==> config.mk <==
export PLATFORM = sky130hd
export DESIGN_NAME = text_rx_sink
export DESIGN_NICKNAME = d
export VERILOG_FILES = /design/src/rtl/text_rx_sink.sv
export SDC_FILE = /design/constraint.sdc
export NUM_CORES = 1
export LEC_CHECK = 0
export BUFFER_PORTS_ARGS = -buffer_cell sky130_fd_sc_hd__buf_2
export CAP_MARGIN = 20
export CORE_MARGIN = 4
export CORE_UTILIZATION = 46
export DETAILED_ROUTE_END_ITERATION = 10
export PLACE_DENSITY = 0.61
export SYNTH_ARGS = -nofsm -noshare
export SYNTH_HDL_FRONTEND = slang
export SYNTH_SLANG_ARGS = --single-unit
==> constraint.sdc <==
create_clock -name clk -period 6.3 [get_ports clk]
set_input_delay 0.63 -clock clk [delete_from_list [all_inputs] [get_ports clk]]
set_output_delay 0.63 -clock clk [all_outputs]
set_load 0.02 [all_outputs]
==> src/rtl/text_rx_sink.sv <==
// Receive-side text sink: buffers decompressed characters in a FIFO and frames
// messages on EOM_CHAR, reporting length, checksum and non-printable count.
module text_rx_sink #(
  parameter int          DEPTH    = 16,
  parameter logic [7:0]  EOM_CHAR = 8'h0A
) (
  input  logic                     clk,
  input  logic                     reset,
  input  logic [7:0]               data_in,
  input  logic                     data_valid,
  input  logic                     rd_en,
  output logic [7:0]               rd_data,
  output logic                     rd_valid,
  output logic                     fifo_empty,
  output logic                     fifo_full,
  output logic [$clog2(DEPTH):0]   fifo_level,
  output logic                     overflow,
  output logic                     msg_done,
  output logic [15:0]              msg_len,
  output logic [7:0]               msg_checksum,
  output logic [7:0]               err_count
);

  localparam int AW = $clog2(DEPTH);
  localparam int LW = AW + 1;

  typedef enum logic [1:0] {IDLE, RECV, DONE} state_t;

  logic [7:0]    mem_q [DEPTH];
  logic [AW-1:0] wr_ptr_q, wr_ptr_d, rd_ptr_q, rd_ptr_d;
  logic [LW-1:0] level_q, level_d;
  logic          empty_q, empty_d, full_q, full_d;
  logic          ovf_q, ovf_d;
  logic [7:0]    rd_data_q, rd_data_d;
  logic          rd_valid_q, rd_valid_d;
  logic          push, pop;

  state_t        state_q, state_d;
  logic [15:0]   cnt_q, cnt_d;
  logic [7:0]    sum_q, sum_d;
  logic [7:0]    err_q, err_d;
  logic          msg_done_q, msg_done_d;
  logic [15:0]   msg_len_q, msg_len_d;
  logic [7:0]    msg_cs_q, msg_cs_d;
  logic [7:0]    msg_err_q, msg_err_d;
  logic          is_eom, nonprint;

  // A pop frees a slot in the same cycle, so a full FIFO can still accept a push.
  always_comb begin
    pop        = rd_en && !empty_q;
    push       = data_valid && (!full_q || pop);
    wr_ptr_d   = push ? wr_ptr_q + AW'(1) : wr_ptr_q;
    rd_ptr_d   = pop  ? rd_ptr_q + AW'(1) : rd_ptr_q;
    level_d    = level_q + LW'(push) - LW'(pop);
    empty_d    = (level_d == '0);
    full_d     = (level_d == LW'(DEPTH));
    ovf_d      = ovf_q || (data_valid && !push);
    rd_valid_d = pop;
    rd_data_d  = pop ? mem_q[rd_ptr_q] : rd_data_q;
  end

  always_ff @(posedge clk) begin
    if (push) mem_q[wr_ptr_q] <= data_in;
  end

  always_ff @(posedge clk or negedge reset) begin
    if (!reset) begin
      wr_ptr_q   <= '0;
      rd_ptr_q   <= '0;
      level_q    <= '0;
      empty_q    <= 1'b1;
      full_q     <= 1'b0;
      ovf_q      <= 1'b0;
      rd_data_q  <= '0;
      rd_valid_q <= 1'b0;
    end else begin
      wr_ptr_q   <= wr_ptr_d;
      rd_ptr_q   <= rd_ptr_d;
      level_q    <= level_d;
      empty_q    <= empty_d;
      full_q     <= full_d;
      ovf_q      <= ovf_d;
      rd_data_q  <= rd_data_d;
      rd_valid_q <= rd_valid_d;
    end
  end

  // Framing sees every valid character, including ones the FIFO had to drop.
  always_comb begin
    is_eom     = (data_in == EOM_CHAR);
    nonprint   = ((data_in < 8'h20) || (data_in > 8'h7E)) && !is_eom;
    state_d    = state_q;
    cnt_d      = cnt_q;
    sum_d      = sum_q;
    err_d      = err_q;
    msg_done_d = 1'b0;
    msg_len_d  = msg_len_q;
    msg_cs_d   = msg_cs_q;
    msg_err_d  = msg_err_q;
    case (state_q)
      RECV: begin
        if (data_valid) begin
          if (is_eom) begin
            state_d    = DONE;
            msg_done_d = 1'b1;
            msg_len_d  = cnt_q;
            msg_cs_d   = sum_q;
            msg_err_d  = err_q;
          end else begin
            cnt_d = (cnt_q != 16'hFFFF) ? cnt_q + 16'd1 : cnt_q;
            sum_d = sum_q + data_in;
            err_d = (nonprint && err_q != 8'hFF) ? err_q + 8'd1 : err_q;
          end
        end
      end
      default: begin
        // DONE behaves like IDLE for incoming data so back-to-back messages chain.
        state_d = IDLE;
        if (data_valid) begin
          if (is_eom) begin
            msg_done_d = 1'b1;
            msg_len_d  = '0;
            msg_cs_d   = '0;
            msg_err_d  = '0;
          end else begin
            state_d = RECV;
            cnt_d   = 16'd1;
            sum_d   = data_in;
            err_d   = {7'b0, nonprint};
          end
        end
      end
    endcase
  end

  always_ff @(posedge clk or negedge reset) begin
    if (!reset) begin
      state_q    <= IDLE;
      cnt_q      <= '0;
      sum_q      <= '0;
      err_q      <= '0;
      msg_done_q <= 1'b0;
      msg_len_q  <= '0;
      msg_cs_q   <= '0;
      msg_err_q  <= '0;
    end else begin
      state_q    <= state_d;
      cnt_q      <= cnt_d;
      sum_q      <= sum_d;
      err_q      <= err_d;
      msg_done_q <= msg_done_d;
      msg_len_q  <= msg_len_d;
      msg_cs_q   <= msg_cs_d;
      msg_err_q  <= msg_err_d;
    end
  end

  assign rd_data      = rd_data_q;
  assign rd_valid     = rd_valid_q;
  assign fifo_empty   = empty_q;
  assign fifo_full    = full_q;
  assign fifo_level   = level_q;
  assign overflow     = ovf_q;
  assign msg_done     = msg_done_q;
  assign msg_len      = msg_len_q;
  assign msg_checksum = msg_cs_q;
  assign err_count    = msg_err_q;

endmodule

# After elaboration in Yosys (flattened, before gate mapping)
# Memory sizes are Yosys's and may differ from the RTL's. A register that Yosys moved wholly into a read port is not among the register bits.
# Index checks and enable logic that the tools add are counted.
dict set report word_totals {
  output_inout_bits 50
  in_bits 12
  mem_bits_rw 128
  mem_count 1
  register_bits 84
  wordCells 93
}
# name words width read_ports rd_ports_with_merged_regs write_ports line_no
set mem_list {}
lappend mem_list {mem_q 16 8 1 1 1 29} ;# logic [7:0] mem_q [DEPTH];
dict set report classes {
  n_mux 39
  bitwise_logic 1
  n_addsub 7
  n_eq_ne 9
  n_reduce_logical 19
  order_cmp 2
}
# cell n
set op_table {}
lappend op_table {{two-way mux 16 bit} 11}
lappend op_table {{two-way mux 8 bit} 19}
lappend op_table {{adder 16 x 1 -> 16 bit, second input constant} 1}
lappend op_table {{!= test 16 bit, second input constant} 1}
lappend op_table {{adder 4 x 1 -> 4 bit, second input constant} 2}
lappend op_table {{adder 8 x 1 -> 8 bit, second input constant} 1}
lappend op_table {{adder 8 bit} 1}
lappend op_table {{== test 8 x 4 -> 1 bit, second input constant} 1}
lappend op_table {{> comparator 8 x 7 -> 1 bit, second input constant} 1}
lappend op_table {{< comparator 8 x 6 -> 1 bit, second input constant} 1}
lappend op_table {{!= test 2 bit, second input constant} 4}
lappend op_table {{!= test 8 bit, second input constant} 1}
lappend op_table {{two-way mux 1 bit} 6}
lappend op_table {{two-way mux 2 bit} 3}
lappend op_table {{AND reduction 2 bit} 3}
lappend op_table {{AND reduction 3 bit} 2}
lappend op_table {{adder 5 x 1 -> 5 bit} 1}
lappend op_table {{== test 5 bit, second input constant} 1}
lappend op_table {{logical AND 1 bit} 5}
lappend op_table {{zero test 1 bit} 5}
lappend op_table {{zero test 5 bit} 1}
lappend op_table {{subtractor 5 x 1 -> 5 bit} 1}
lappend op_table {{logical OR 1 bit} 3}
lappend op_table {{== test 2 x 1 -> 1 bit, second input constant} 1}
lappend op_table {{inverter 1 bit} 1}

# Logic depth before layout (Yosys ltp)
# Gate-level depths: netlist of the first run.
dict set report logic_depth {
  word_depth 8
  mapped_depth 12
  ltp_nobuf 11
}

# Least setup slack after synthesis of the first run
# Ideal clock, no wire load.
dict set report synth_timing {
  path_kind {in2reg}
  from {in rd_en}
  to {reg full_q, in the netlist fifo_full}
  required_ns 6.227
  path_buffers 1
  path_slack_ns 3.261
  arrival_time_ns 2.966
  stages 11
  setup_ns 0.073
  cell_sequence {nand2b_1 > clkbuf_1 > a21oi_1 > inv_1 > ha_1 > inv_1 > ha_1 > fa_1 > xor2_1 > or4_1 > nor2b_1}
}
dict set report synth_via {
  elab_chain_len 6
}
# element line_no
set synth_lines {}
lappend synth_lines {{start: declaration} 11} ;# input logic rd_en,
lappend synth_lines {{logical AND 1 bit (*)} 50} ;# pop = rd_en && !empty_q;
lappend synth_lines {{logical OR 1 bit} 51} ;# push = data_valid && (!full_q || pop);
lappend synth_lines {{logical AND 1 bit} 51}
lappend synth_lines {{adder 5 x 1 -> 5 bit} 54} ;# level_d = level_q + LW'(push) - LW'(pop);
lappend synth_lines {{subtractor 5 x 1 -> 5 bit (*)} 54}
lappend synth_lines {{via level_d[2]} 31} ;# logic [LW-1:0] level_q, level_d;
lappend synth_lines {{== test 5 bit (*)} 56} ;# full_d = (level_d == LW'(DEPTH));
lappend synth_lines {{via full_d} 32} ;# logic empty_q, empty_d, full_q, full_d;
lappend synth_lines {{end signal: assignment} 81} ;# full_q <= full_d;
lappend synth_lines {{end: declaration} 32}
# The timed path passes the listed nets; every way through them passes the cells marked *.
# A chain may end at the register's enable or synchronous reset.

# Final worst setup path of the first run
dict set report layout_timing {
  from {reg empty_q, in the netlist fifo_empty}
  to {reg full_q, in the netlist fifo_full}
}
dict set report layout_via {
  elab_chain_len 7
}
# element line_no
set layout_lines {}
lappend layout_lines {{start: declaration} 32}
lappend layout_lines {{start signal: assignment} 80} ;# empty_q <= empty_d;
lappend layout_lines {{zero test 1 bit (*)} 50}
lappend layout_lines {{logical AND 1 bit (*)} 50}
lappend layout_lines {{logical OR 1 bit} 51}
lappend layout_lines {{logical AND 1 bit} 51}
lappend layout_lines {{adder 5 x 1 -> 5 bit} 54}
lappend layout_lines {{subtractor 5 x 1 -> 5 bit (*)} 54}
lappend layout_lines {{via level_d[2]} 31}
lappend layout_lines {{== test 5 bit (*)} 56}
lappend layout_lines {{via full_d} 32}
# Marks and branches as above.

==> results of run 1 <==
cell type report:
class,count,area [sq um]
Clock buffer,35,630.6
Clock inverter,6,105.1
Fill cell,1707,9488
Inverter,21,78.83
Multi-Input combinational cell,422,3069
Sequential cell,220,6150
Tap cell,270,337.8
Timing Repair Buffer,68,375.4
layer usage:
layer  track usage, %  share of wire, %  vias up
met4            4.714               2.1        2
met2            31.25                51       93
li1                 -                 -     2675
met1            23.15                43     2840
met3            2.424               3.5       30
met5                0             0.035        -
worst min-delay path by stage:
| stage | to | depth (start not counted) | slack, ps | from |
|---|---|---|---|---|
| 2_1_floorplan | cnt_q[0]$_DFFE_PN0P_ | 0 | 330 | reset |
| 5_1_grt | rd_ptr_q[0]$_DFFE_PN0P_ | 1 | 480 | rd_ptr_q[0]$_DFFE_PN0P_ |
| 4_1_cts | rd_ptr_q[0]$_DFFE_PN0P_ | 1 | 470 | rd_ptr_q[0]$_DFFE_PN0P_ |
| 3_3_place_gp | rd_ptr_q[0]$_DFFE_PN0P_ | 1 | 460 | rd_ptr_q[0]$_DFFE_PN0P_ |
| 6_report | rd_ptr_q[0]$_DFFE_PN0P_ | 1 | 470 | rd_ptr_q[0]$_DFFE_PN0P_ |
| 3_5_place_dp | rd_ptr_q[0]$_DFFE_PN0P_ | 1 | 460 | rd_ptr_q[0]$_DFFE_PN0P_ |
state kept, by name (all words and copies together) (netlist names):
name,flops
sum_q,8
fifo_level,5
msg_done,1
rd_data,8
rd_ptr_q,4
msg_checksum,8
err_count,8
overflow,1
err_q,8
state_q,2
fifo_empty,1
fifo_full,1
cnt_q,16
mem_q,128
rd_valid,1
wr_ptr_q,4
msg_len,16
cells in the mapped netlist, types with 14 or more instances:
library cell | count | area share (%)
clkbuf_1 | 19 | 0.76
nand3_1 | 14 | 0.74
a21oi_1 | 27 | 1.4
inv_1 | 21 | 0.84
dfrtp_1 | 91 | 24
mux4_2 | 30 | 7.2
nand2_1 | 100 | 4.0
nor3_1 | 18 | 0.96
o21ai_0 | 61 | 3.2
nor2_1 | 36 | 1.4
edfxtp_1 | 128 | 41
xnor2_1 | 17 | 1.6
ha_1 | 19 | 2.5
mux2i_1 | 17 | 1.8
power by group through the flow:
stage | Clock, mW | Sequential, mW | Combinational, mW
6_report | 1.34 | 2.02 | 1.26
5_1_grt | 1.44 | 2.06 | 1.41
4_1_cts | 1.37 | 2.03 | 1.28
3_5_place_dp | 0 | 2.05 | 1.28
3_3_place_gp | 0 | 2.04 | 1.23
2_1_floorplan | 0 | 1.99 | 0.947
cells by family (layout without fill, tap and decap cells):
logic type      Yosys count  count (layout)  share of synthesized area, %
xor+xnor                 24              24                         2.228
buf+inv                  53             130                         2.348
mux                      49              49                         9.205
simple gates            207             207                         10.15
fa+ha+maj                21              21                         2.945
compound gates          121             121                         7.959
flops                   220             220                         65.17
worst register-to-register path, delay by kind of cell, from the launching register on:
| family | cells | cell delay (ps) |
|---|---|---|
| adder cells (fa/ha/maj) | 3 | 910 |
| flip-flops | 1 | 360 |
| XOR/XNOR | 1 | 190 |
| buffers and inverters | 2 | 150 |
| AND/OR/NAND/NOR | 3 | 1060 |
| AO/OA/AOI/OAI | 1 | 720 |
repair_timing:
action / in CTS / in global routing
buffers inserted: 0 / 0
hold buffers: 1 / 0
hold endpoints to repair: 10 / 0
==> summary.md, run 1 <==
| Metric | Value |
|---|---|
| Outcome | completed |
| Sequential power share | 43.8% |
| Max-cap violations | 0 |
| Routed wire length | 19800 um |
| DP Area | 9973 sq um |
| Worst EP arrival | 3870 ps |
| Leak Pwr | 4.247 nW |
| GR Util All Layers | 17.74% |
| Critical Path RT | 6730 ps |
| Final Setup Violations | 0 |
| Power per Cell Area | 429.6 nW/um^2 |
| Slew Viols, Final | 0 |
| Worst r2r src | fifo_empty$_DFF_PN1_ |
| Die height | 151.2 um |
| Final core occ | 53.11% |
| Async SR Flop Fraction | 41.82% |
| Skew-Pair Late Insertion Delay | 490 ps |
| Dpl hpwl | 12870 um |
| Final net count | 789 |
| Die width | 151.2 um |
| CTS tree | yes |
| Hold WS | 467.0 ps |
| Slew @ Worst Pin | 1070 ps |
| Clock share of power | 29.0% |
| Crit path max fanout | 19 |
| Sink Count | 220 |
| Post-synthesis cell type count | 53 |
| Synth Flop Type | edfxtp_1 |
| WL/cell | 19.00 um |
| Relative slew slack | 28.14% |
| Vias/cell | 5.413 |
| Final min period | 3446 ps |
| Number of flops mapped to enable cells by yosys | 128 |
| Design area | 10750 sq um |
| Total inserted antenna cells | 0 |
| Hold Fails Final Rpt | 0 |
| First-pass GRT wire length | 31780 um |
| Dpl cells | 998 |
| Syn Area/Cell | 13.57 sq um |
| CTS Buffer Depth | 3 |
| Gpl congestion | 0.8183 |
| Area of the die | 22860 sq um |
| Min-Delay Path Class | flop to flop |
| Levels on crit path | 10 |
| DR DRC count | 0 |
| # rows | 52 |
| Area delta synth->final | 13.93% |
| R2R Setup Slk | 2850 ps |
| Sw Share | 31.62% |
| Post-synthesis register bit count | 220 |
| Vias in the first global route | 5932 |
| Initial antenna violation count | 1 |
| Worst Setup SP | fifo_empty$_DFF_PN1_ |
| Psw | 1.460 mW |
| Post-CTS resize count | 0 |
| Crit Reg-Reg Endpoint | fifo_full$_DFF_PN0_ |
| CP Class | flop to flop |
| Final ANT Viol Nets | 0 |
| Initial Utilization | 46.62% |
| Post-Route Setup TNS | 0 ps |
| Peak VDD IR | 0.2236 mV |
| Slowest stage cell, crit path | a21oi_1 |
| IO Count | 62 |
| Share of layout cells above drive strength 1 | 18.26% |
| Ys Warns | 0 |
| Largest net degree at the start of global routing | 83 |
| Dpl ws | 2562 ps |
| Final worst slack | 2854 ps |
| Max Fclk | 0.2902 GHz |
| WP buf/inv | 2 |
| Synthesized instance count | 695 |
| Critical-path cell list | nand2b_1 > a21oi_1 > inv_1 > ha_1 > inv_1 > ha_1 > fa_1 > xor2_1 > or4_1 > nor2b_1 |
| Unrepaired setup endpoints after global routing | false |
| Vias | 5640 |
| Reg2Reg Depth | 10 |
| CP top delay family | simple AND/OR/NAND/NOR gates |
| Comb pwr share | 27.2% |
| Core Area | 20230 sq um |
| Total grt overflow | 0 |
| Initial DRC Count | 257 |
| Most frequent cells in the layout | edfxtp_1, nand2_1, dfrtp_1 |
| Critical path's largest stage delay | 710 ps |
| # port buffers | 61 |
| CP startpoint kind | flop |
| Non-Filler Instances | 1042 |
| Total Power | 4.617 mW |
| Clk slew on worst S/H paths | 60 ps |
| H-tree depth | 1 |
| CTS buffer count | 23 |
| Final period utilization | 54.70% |
| Critical path capture point type | flop |
| Post-synth net total | 728 |
| DR pass1 iterations | 4 |
| Syn Std Cell Area | 9433 sq um |
| Commonest non-fill, non-tap cell in the layout | edfxtp_1 |
| Internal power | 3.157 mW |
| Clock skew | 10.42 ps |
| CTS Root Buffer Type | clkbuf_16 |
| CP Capture Point | fifo_full$_DFF_PN0_ |
| Sequential share of the synthesized area | 65.17% |
Note: power is estimated with default switching activity, not from simulation.
==> run 2: changes to the inputs <==
--- a/config.mk
+++ b/config.mk
@@ -10,7 +10,7 @@
 export CORE_MARGIN = 4
 export CORE_UTILIZATION = 46
 export DETAILED_ROUTE_END_ITERATION = 10
-export PLACE_DENSITY = 0.61
+export PLACE_DENSITY = 0.64
 export SYNTH_ARGS = -nofsm -noshare
 export SYNTH_HDL_FRONTEND = slang
 export SYNTH_SLANG_ARGS = --single-unit
==> constraint.sdc (replaced) <==
create_clock -name clk -period 3.1 [get_ports clk]
set_input_delay 0.31 -clock clk [delete_from_list [all_inputs] [get_ports clk]]
set_output_delay 0.31 -clock clk [all_outputs]
set_load 0.02 [all_outputs]
==> summary.md, run 2 (synthesis gave the netlist of run 1 again) <==
| Metric | Value |
|---|---|
| CP startpoint kind | flop |
| Final Setup Violations | 0 (unchanged) |
| Vias/cell | 5.456 (+0.80%) |
| Setup Buffers After CTS | 0 (unchanged) |
| Total Power | 9.514 mW (+110%) |
| # port buffers | 61 (unchanged) |
| Worst Setup SP | fifo_empty$_DFF_PN1_ |
| Slew @ Worst Pin | 959.0 ps (-110.7 ps) |
| Sequential Area | 6148 sq um (about the same) |
| Power per Cell Area | 875.6 nW/um^2 (+100%) |
| Filler instances | 1684 (-1.3%) |
| # rows | 52 (unchanged) |
| Worst EP arrival | 3130 ps (-740 ps) |
| GR Util All Layers | 17.70% (-0.042 points) |
| Final worst slack | 401.0 ps (-2453 ps) |
| Crit Reg-Reg Endpoint | fifo_full$_DFF_PN0_ |
| Max Fclk | 0.3705 GHz (+28%) |
| R2R Setup Slk | 400 ps (-2450 ps) |
| Post-CTS resize count | 0 (unchanged) |
| Post-Route Setup TNS | 0 ps (unchanged) |
| Met3 wire length | 895 um (+30%) |
| DRT met1 WL | 8713 um (+2.5%) |
| Top routing layer in use | met4 |
| CTS Root Buffer Type | clkbuf_16 |
| CTS Buffer Depth | 3 (unchanged) |
| Clk slew on worst S/H paths | 60 ps (about the same) |
| Vias in the first global route | 5966 (+0.57%) |
| Final core occ | 53.70% (+0.59 points) |
| Final period utilization | 87.06% (+32 points) |
| DP Area | 10080 sq um (+1.0%) |
| Sink Count | 220 (unchanged) |
| Outcome | completed |
| Initial antenna violation count | 0 (-1) |
| Vias | 5767 (+2.3%) |
| CTS tree | yes |
| Die height | 151.2 um (unchanged) |
| Share of layout cells above drive strength 1 | 20.08% (+1.8 points) |
| WL/cell | 18.57 um (-2.3%) |
| Total inserted antenna cells | 0 (unchanged) |
| Critical Path RT | 3530 ps (-3200 ps) |
| Slew Viols, Final | 0 (unchanged) |
| Die width | 151.2 um (unchanged) |
| Routed wire length | 19630 um (-0.87%) |
| Area of the die | 22860 sq um (unchanged) |
| Crit path max fanout | 8 (-11) |
| Initial Utilization | 46.62% (unchanged) |
| Unrepaired setup endpoints after global routing | false |
| Hold Crit Depth | 2 (+1) |
| Final min period | 2699 ps (-747.2 ps) |
| First-pass GRT wire length | 32000 um (+0.67%) |
| Skew-Pair Late Insertion Delay | 510 ps (+20 ps) |
| CP Class | flop to flop |
| DR pass1 iterations | 5 (+1) |
| Max reg flops | 128 (unchanged) |
| Dpl ws | 405.0 ps (-2157 ps) |
| Worst r2r src | fifo_empty$_DFF_PN1_ |
| Total grt overflow | 0 (unchanged) |
| Final ANT Viol Nets | 0 (unchanged) |
| Commonest non-fill, non-tap cell in the layout | edfxtp_1 |
| CTS buffer count | 24 (+4.3%) |
| Area of the multi-input gates | 3069 sq um (unchanged) |
| Design area | 10870 sq um (+1.1%) |
| Max-cap violations | 0 (unchanged) |
| Final net count | 802 (+1.6%) |
| Most frequent cells in the layout | edfxtp_1, nand2_1, dfrtp_1 |
| Peak VDD IR | 0.5619 mV (+150%) |
| Hold Fails Final Rpt | 0 (unchanged) |
| Relative slew slack | 36.07% (+7.9 points) |
| Core Area | 20230 sq um (unchanged) |
| H-tree depth | 1 (unchanged) |
| IO Count | 62 (unchanged) |
| Min-Delay Path Class | input pin to flop |
| Met2 wire len | 9647 um (-5.3%) |
| Area delta synth->final | 15.19% |
| DR DRC count | 0 (unchanged) |
| Initial DRC Count | 349 (+36%) |
| Largest net degree at the start of global routing | 43 (-48%) |
| Gpl congestion | 0.7972 (-2.6%) |
| Critical path capture point type | flop |
| Top reg by flops | mem_q |
| CP Capture Point | fifo_full$_DFF_PN0_ |
| Reg2Reg Depth | 9 (-1) |
| Dpl hpwl | 13060 um (+1.5%) |
| Clock skew | 14.27 ps (+3.854 ps) |
| Leak Pwr | 4.334 nW (+2.1%) |
-- run 2: cell types whose count changed in the layout (fill, tap and decap cells not counted) --
cell | before | now
buf_12 | 1 | 0
buf_4 | 5 | 19
bufinv_16 | 3 | 2
clkbuf_1 | 11 | 5
clkbuf_16 | 23 | 25
clkbuf_4 | 1 | 0
clkbuf_8 | 1 | 2
clkinv_1 | 2 | 5
clkinv_2 | 0 | 4
dfrtp_1 | 89 | 90
dfrtp_2 | 2 | 1
-- run 2: where the power goes --
part           switching (mW)  leakage (nW)  internal (mW)
logic                    1.43          1.62           1.19
registers               0.496          2.34           3.61
clock network            1.10         0.380           1.68
-- run 2: per-stage QoR --
stage,std cells,hold WS (ps)
finish,1057,173.6
global route,1057,155.3
CTS,1057,157.2
detailed placement,1012,322.9
global placement,1012,300.9
floorplan,695,14.41
-- run 2: repair_timing --
| action | in CTS | in global routing |
|---|---|---|
| hold buffers | 1 | 0 |
| hold endpoints to repair | 36 | 0 |
| setup endpoints to repair | 0 | 0 |
-- run 2: layout make-up --
cell class,count,area share [%]
tap,270,3.109
clock buffer,32,6.184
multi-input combinational,422,28.25
clock inverter,12,0.9788
sequential,220,56.59
inverter,21,0.7255
timing repair buffer,80,4.169
-- run 2: routing by layer --
metal / GRT usage (%) / up-vias
met2: 29.54 / 153
met1: 24.23 / 2864
met5: 0 / -
met3: 3.052 / 37
met4: 4.533 / 0
li1: - / 2713
-- run 2: critical path, cell delays in order, from the launching register on --
cell,delay (ps)
dfstp_2,520
nand2b_1,180
inv_1,210
ha_1,340
inv_1,40
ha_1,200
fa_1,400
xor2_1,180
or4_1,430
nor2b_1,130
-- run 2: how the worst min path moves through the flow --
| stage | from | end | slack, ps |
|---|---|---|---|
| final | data_valid | overflow$_DFF_PN0_ | 170 |
| after global routing | data_valid | overflow$_DFF_PN0_ | 160 |
| after CTS | data_valid | overflow$_DFF_PN0_ | 160 |
| after detailed placement | reset | rd_ptr_q[2]$_DFFE_PN0P_ | 320 |
| after global placement | reset | rd_ptr_q[2]$_DFFE_PN0P_ | 300 |
| after floorplan | reset | cnt_q[0]$_DFFE_PN0P_ | 10 |
==> run 3: changes to the inputs <==
--- a/config.mk
+++ b/config.mk
@@ -8,9 +8,10 @@
 export BUFFER_PORTS_ARGS = -buffer_cell sky130_fd_sc_hd__buf_2
 export CAP_MARGIN = 20
 export CORE_MARGIN = 4
-export CORE_UTILIZATION = 46
+export CORE_UTILIZATION = 30
+export CTS_CLUSTER_SIZE = 25
 export DETAILED_ROUTE_END_ITERATION = 10
-export PLACE_DENSITY = 0.64
+export PLACE_DENSITY = 0.45
 export SYNTH_ARGS = -nofsm -noshare
 export SYNTH_HDL_FRONTEND = slang
 export SYNTH_SLANG_ARGS = --single-unit
==> summary.md, run 3 (synthesis gave the netlist of run 1 again) <==
| Metric | Value |
|---|---|
| Total Power | 9.717 mW (+2.1%) |
| Clock skew | 12.05 ps (-2.223 ps) |
| Initial Utilization | 30.60% (-16 points) |
| First-pass GRT wire length | 34680 um (+8.4%) |
| CTS tree | yes |
| # rows | 64 (+23%) |
| Grt peak-use layer | met2 |
| Leak Pwr | 4.380 nW (+1.1%) |
| Final period utilization | 89.69% (+2.6 points) |
| Dpl hpwl | 13820 um (+5.9%) |
| Top reg by flops | mem_q |
| Critical Path RT | 3560 ps (+30 ps) |
| Slew @ Worst Pin | 1026 ps (+67.22 ps) |
| Vias | 5780 (+0.23%) |
| Final ANT Viol Nets | 0 (unchanged) |
| Vias in the first global route | 6147 (+3.0%) |
| Dpl cells | 1141 (+13%) |
| Sequential power share | 41.2% (-2.0 points) |
| CP startpoint kind | flop |
| Min-Delay Path Class | input pin to flop |
| GR Util All Layers | 12.76% (-4.9 points) |
| Hold WS | 163.7 ps (-9.868 ps) |
| Power per Cell Area | 874.5 nW/um^2 (-0.13%) |
| Gpl congestion | 0.7816 (-2.0%) |
| Max-cap violations | 0 (unchanged) |
| Initial antenna violation count | 0 (unchanged) |
| DR DRC count | 0 (unchanged) |
| Final net count | 806 (+0.50%) |
| Worst EP arrival | 3240 ps (+110 ps) |
| Hold Fails Final Rpt | 0 (unchanged) |
| Share of layout cells above drive strength 1 | 20.33% (+0.25 points) |
| CP Class | flop to flop |
| # port buffers | 61 (unchanged) |
| CTS Buffer Depth | 3 (unchanged) |
| Area of the die | 34340 sq um (+50%) |
| Post-Route Setup TNS | 0 ps (unchanged) |
| Area delta synth->final | 17.80% |
| Commonest non-fill, non-tap cell in the layout | edfxtp_1 |
| Max reg flops | 128 (unchanged) |
| Sw Share | 32.21% (+0.39 points) |
| H-tree depth | 1 (unchanged) |
| Max Fclk | 0.3596 GHz (-2.9%) |
| Critical path capture point type | flop |
| Final min period | 2781 ps (+81.50 ps) |
| Comb pwr share | 28.8% (+1.2 points) |
| Most frequent cells in the layout | edfxtp_1, nand2_1, dfrtp_1 |
| IO Count | 62 (unchanged) |
| Vias/cell | 4.865 (-11%) |
| Crit path max fanout | 8 (unchanged) |
| Skew-Pair Late Insertion Delay | 530 ps (+20 ps) |
| Final Setup Violations | 0 (unchanged) |
| CTS Root Buffer Type | clkbuf_16 |
| Initial DRC Count | 355 (+1.7%) |
| Relative slew slack | 31.59% (-4.5 points) |
| Total inserted antenna cells | 0 (unchanged) |
| Met1 Use GR | 17.94% (-6.3 points) |
| DR pass1 iterations | 7 (+2) |
| CTS buffer count | 25 (+4.2%) |
| Met2 Use GR | 21.05% (-8.5 points) |
| Core Area | 30830 sq um (+52%) |
| Largest net degree at the start of global routing | 67 (+56%) |
| Outcome | completed |
| Unrepaired setup endpoints after global routing | false |
| Peak VDD IR | 0.4285 mV (-24%) |
| Non-Filler Instances | 1188 (+12%) |
| WL/cell | 18.13 um (-2.3%) |
| Sink Count | 220 (unchanged) |
| Clk slew on worst S/H paths | 60 ps (about the same) |
| Die width | 185.3 um (+23%) |
| Clock share of power | 29.9% (+0.7 points) |
| Slew Viols, Final | 0 (unchanged) |
| Routed wire length | 21540 um (+9.8%) |
| Die height | 185.3 um (+23%) |
| Internal power | 6.587 mW (+1.6%) |
| GRT met3 Usage | 2.003% (-1.0 points) |
| Total grt overflow | 0 (unchanged) |
| Psw | 3.130 mW (+3.4%) |
[run 3: power groups by stage]
stage | combinational [mW] | sequential (mW) | clock (mW)
detailed placement | 2.85 | 4.07 | 0
CTS | 2.87 | 4.01 | 3.00
finish | 2.80 | 4.01 | 2.91
floorplan | 1.92 | 4.04 | 0
global route | 3.14 | 4.08 | 3.12
global placement | 2.79 | 4.05 | 0
[run 3: critical path, cell delays in order, from the launching register on]
cell and delay (ps):
dfstp_2 520, nand2b_1 180, inv_1 230, ha_1 340, inv_1 40, ha_1 200, fa_1 410, xor2_1 200
or4_1 470, nor2b_1 130
[run 3: metal layers]
layer | up-vias | wire length [um]
met5 | - | 0
met4 | 0 | 397
met3 | 34 | 1059
met2 | 118 | 10200
met1 | 2910 | 9890
li1 | 2718 | -
[run 3: what timing repair did]
| action | in CTS | in global routing |
|---|---|---|
| endpoints found under the hold margin | 46 | 0 |
| buffers inserted | 0 | 0 |
| hold buffers | 1 | 0 |
| gates resized for setup | 0 | 0 |
[run 3: path summary, 6_finish.rpt]
check	to	cells after the start	startpoint	slack [ps]
max	fifo_full$_DFF_PN0_	9	fifo_empty$_DFF_PN1_	320
min	overflow$_DFF_PN0_	2	data_valid	160
max reg2reg	fifo_full$_DFF_PN0_	9	fifo_empty$_DFF_PN1_	320
min reg2reg	overflow$_DFF_PN0_	1	overflow$_DFF_PN0_	470
max in group asynchronous	fifo_empty$_DFF_PN1_	3	reset	1980
min in group asynchronous	rd_valid$_DFF_PN0_	2	reset	360
[run 3: area by class of cell]
class                   count  area [sq um]
inverters                  21         78.83
multi-input cells         422          3069
clock inverters             3         55.05
flip-flops and latches    220          6148
clock buffers              43         764.5
well taps                 396         495.5
fillers                  2964         19720
repair buffers             83         500.5
[run 3: through the flow]
step | util [%] | setup WS [ps] | instance area [sq um]
global placement | 33.35 | 449.0 | 10280
CTS | 36.04 | 296.3 | 11110
global route | 36.04 | 193.7 | 11110
finish | 36.04 | 319.5 | 11110
detailed placement | 33.35 | 314.8 | 10280
floorplan | - | 210.4 | 9433
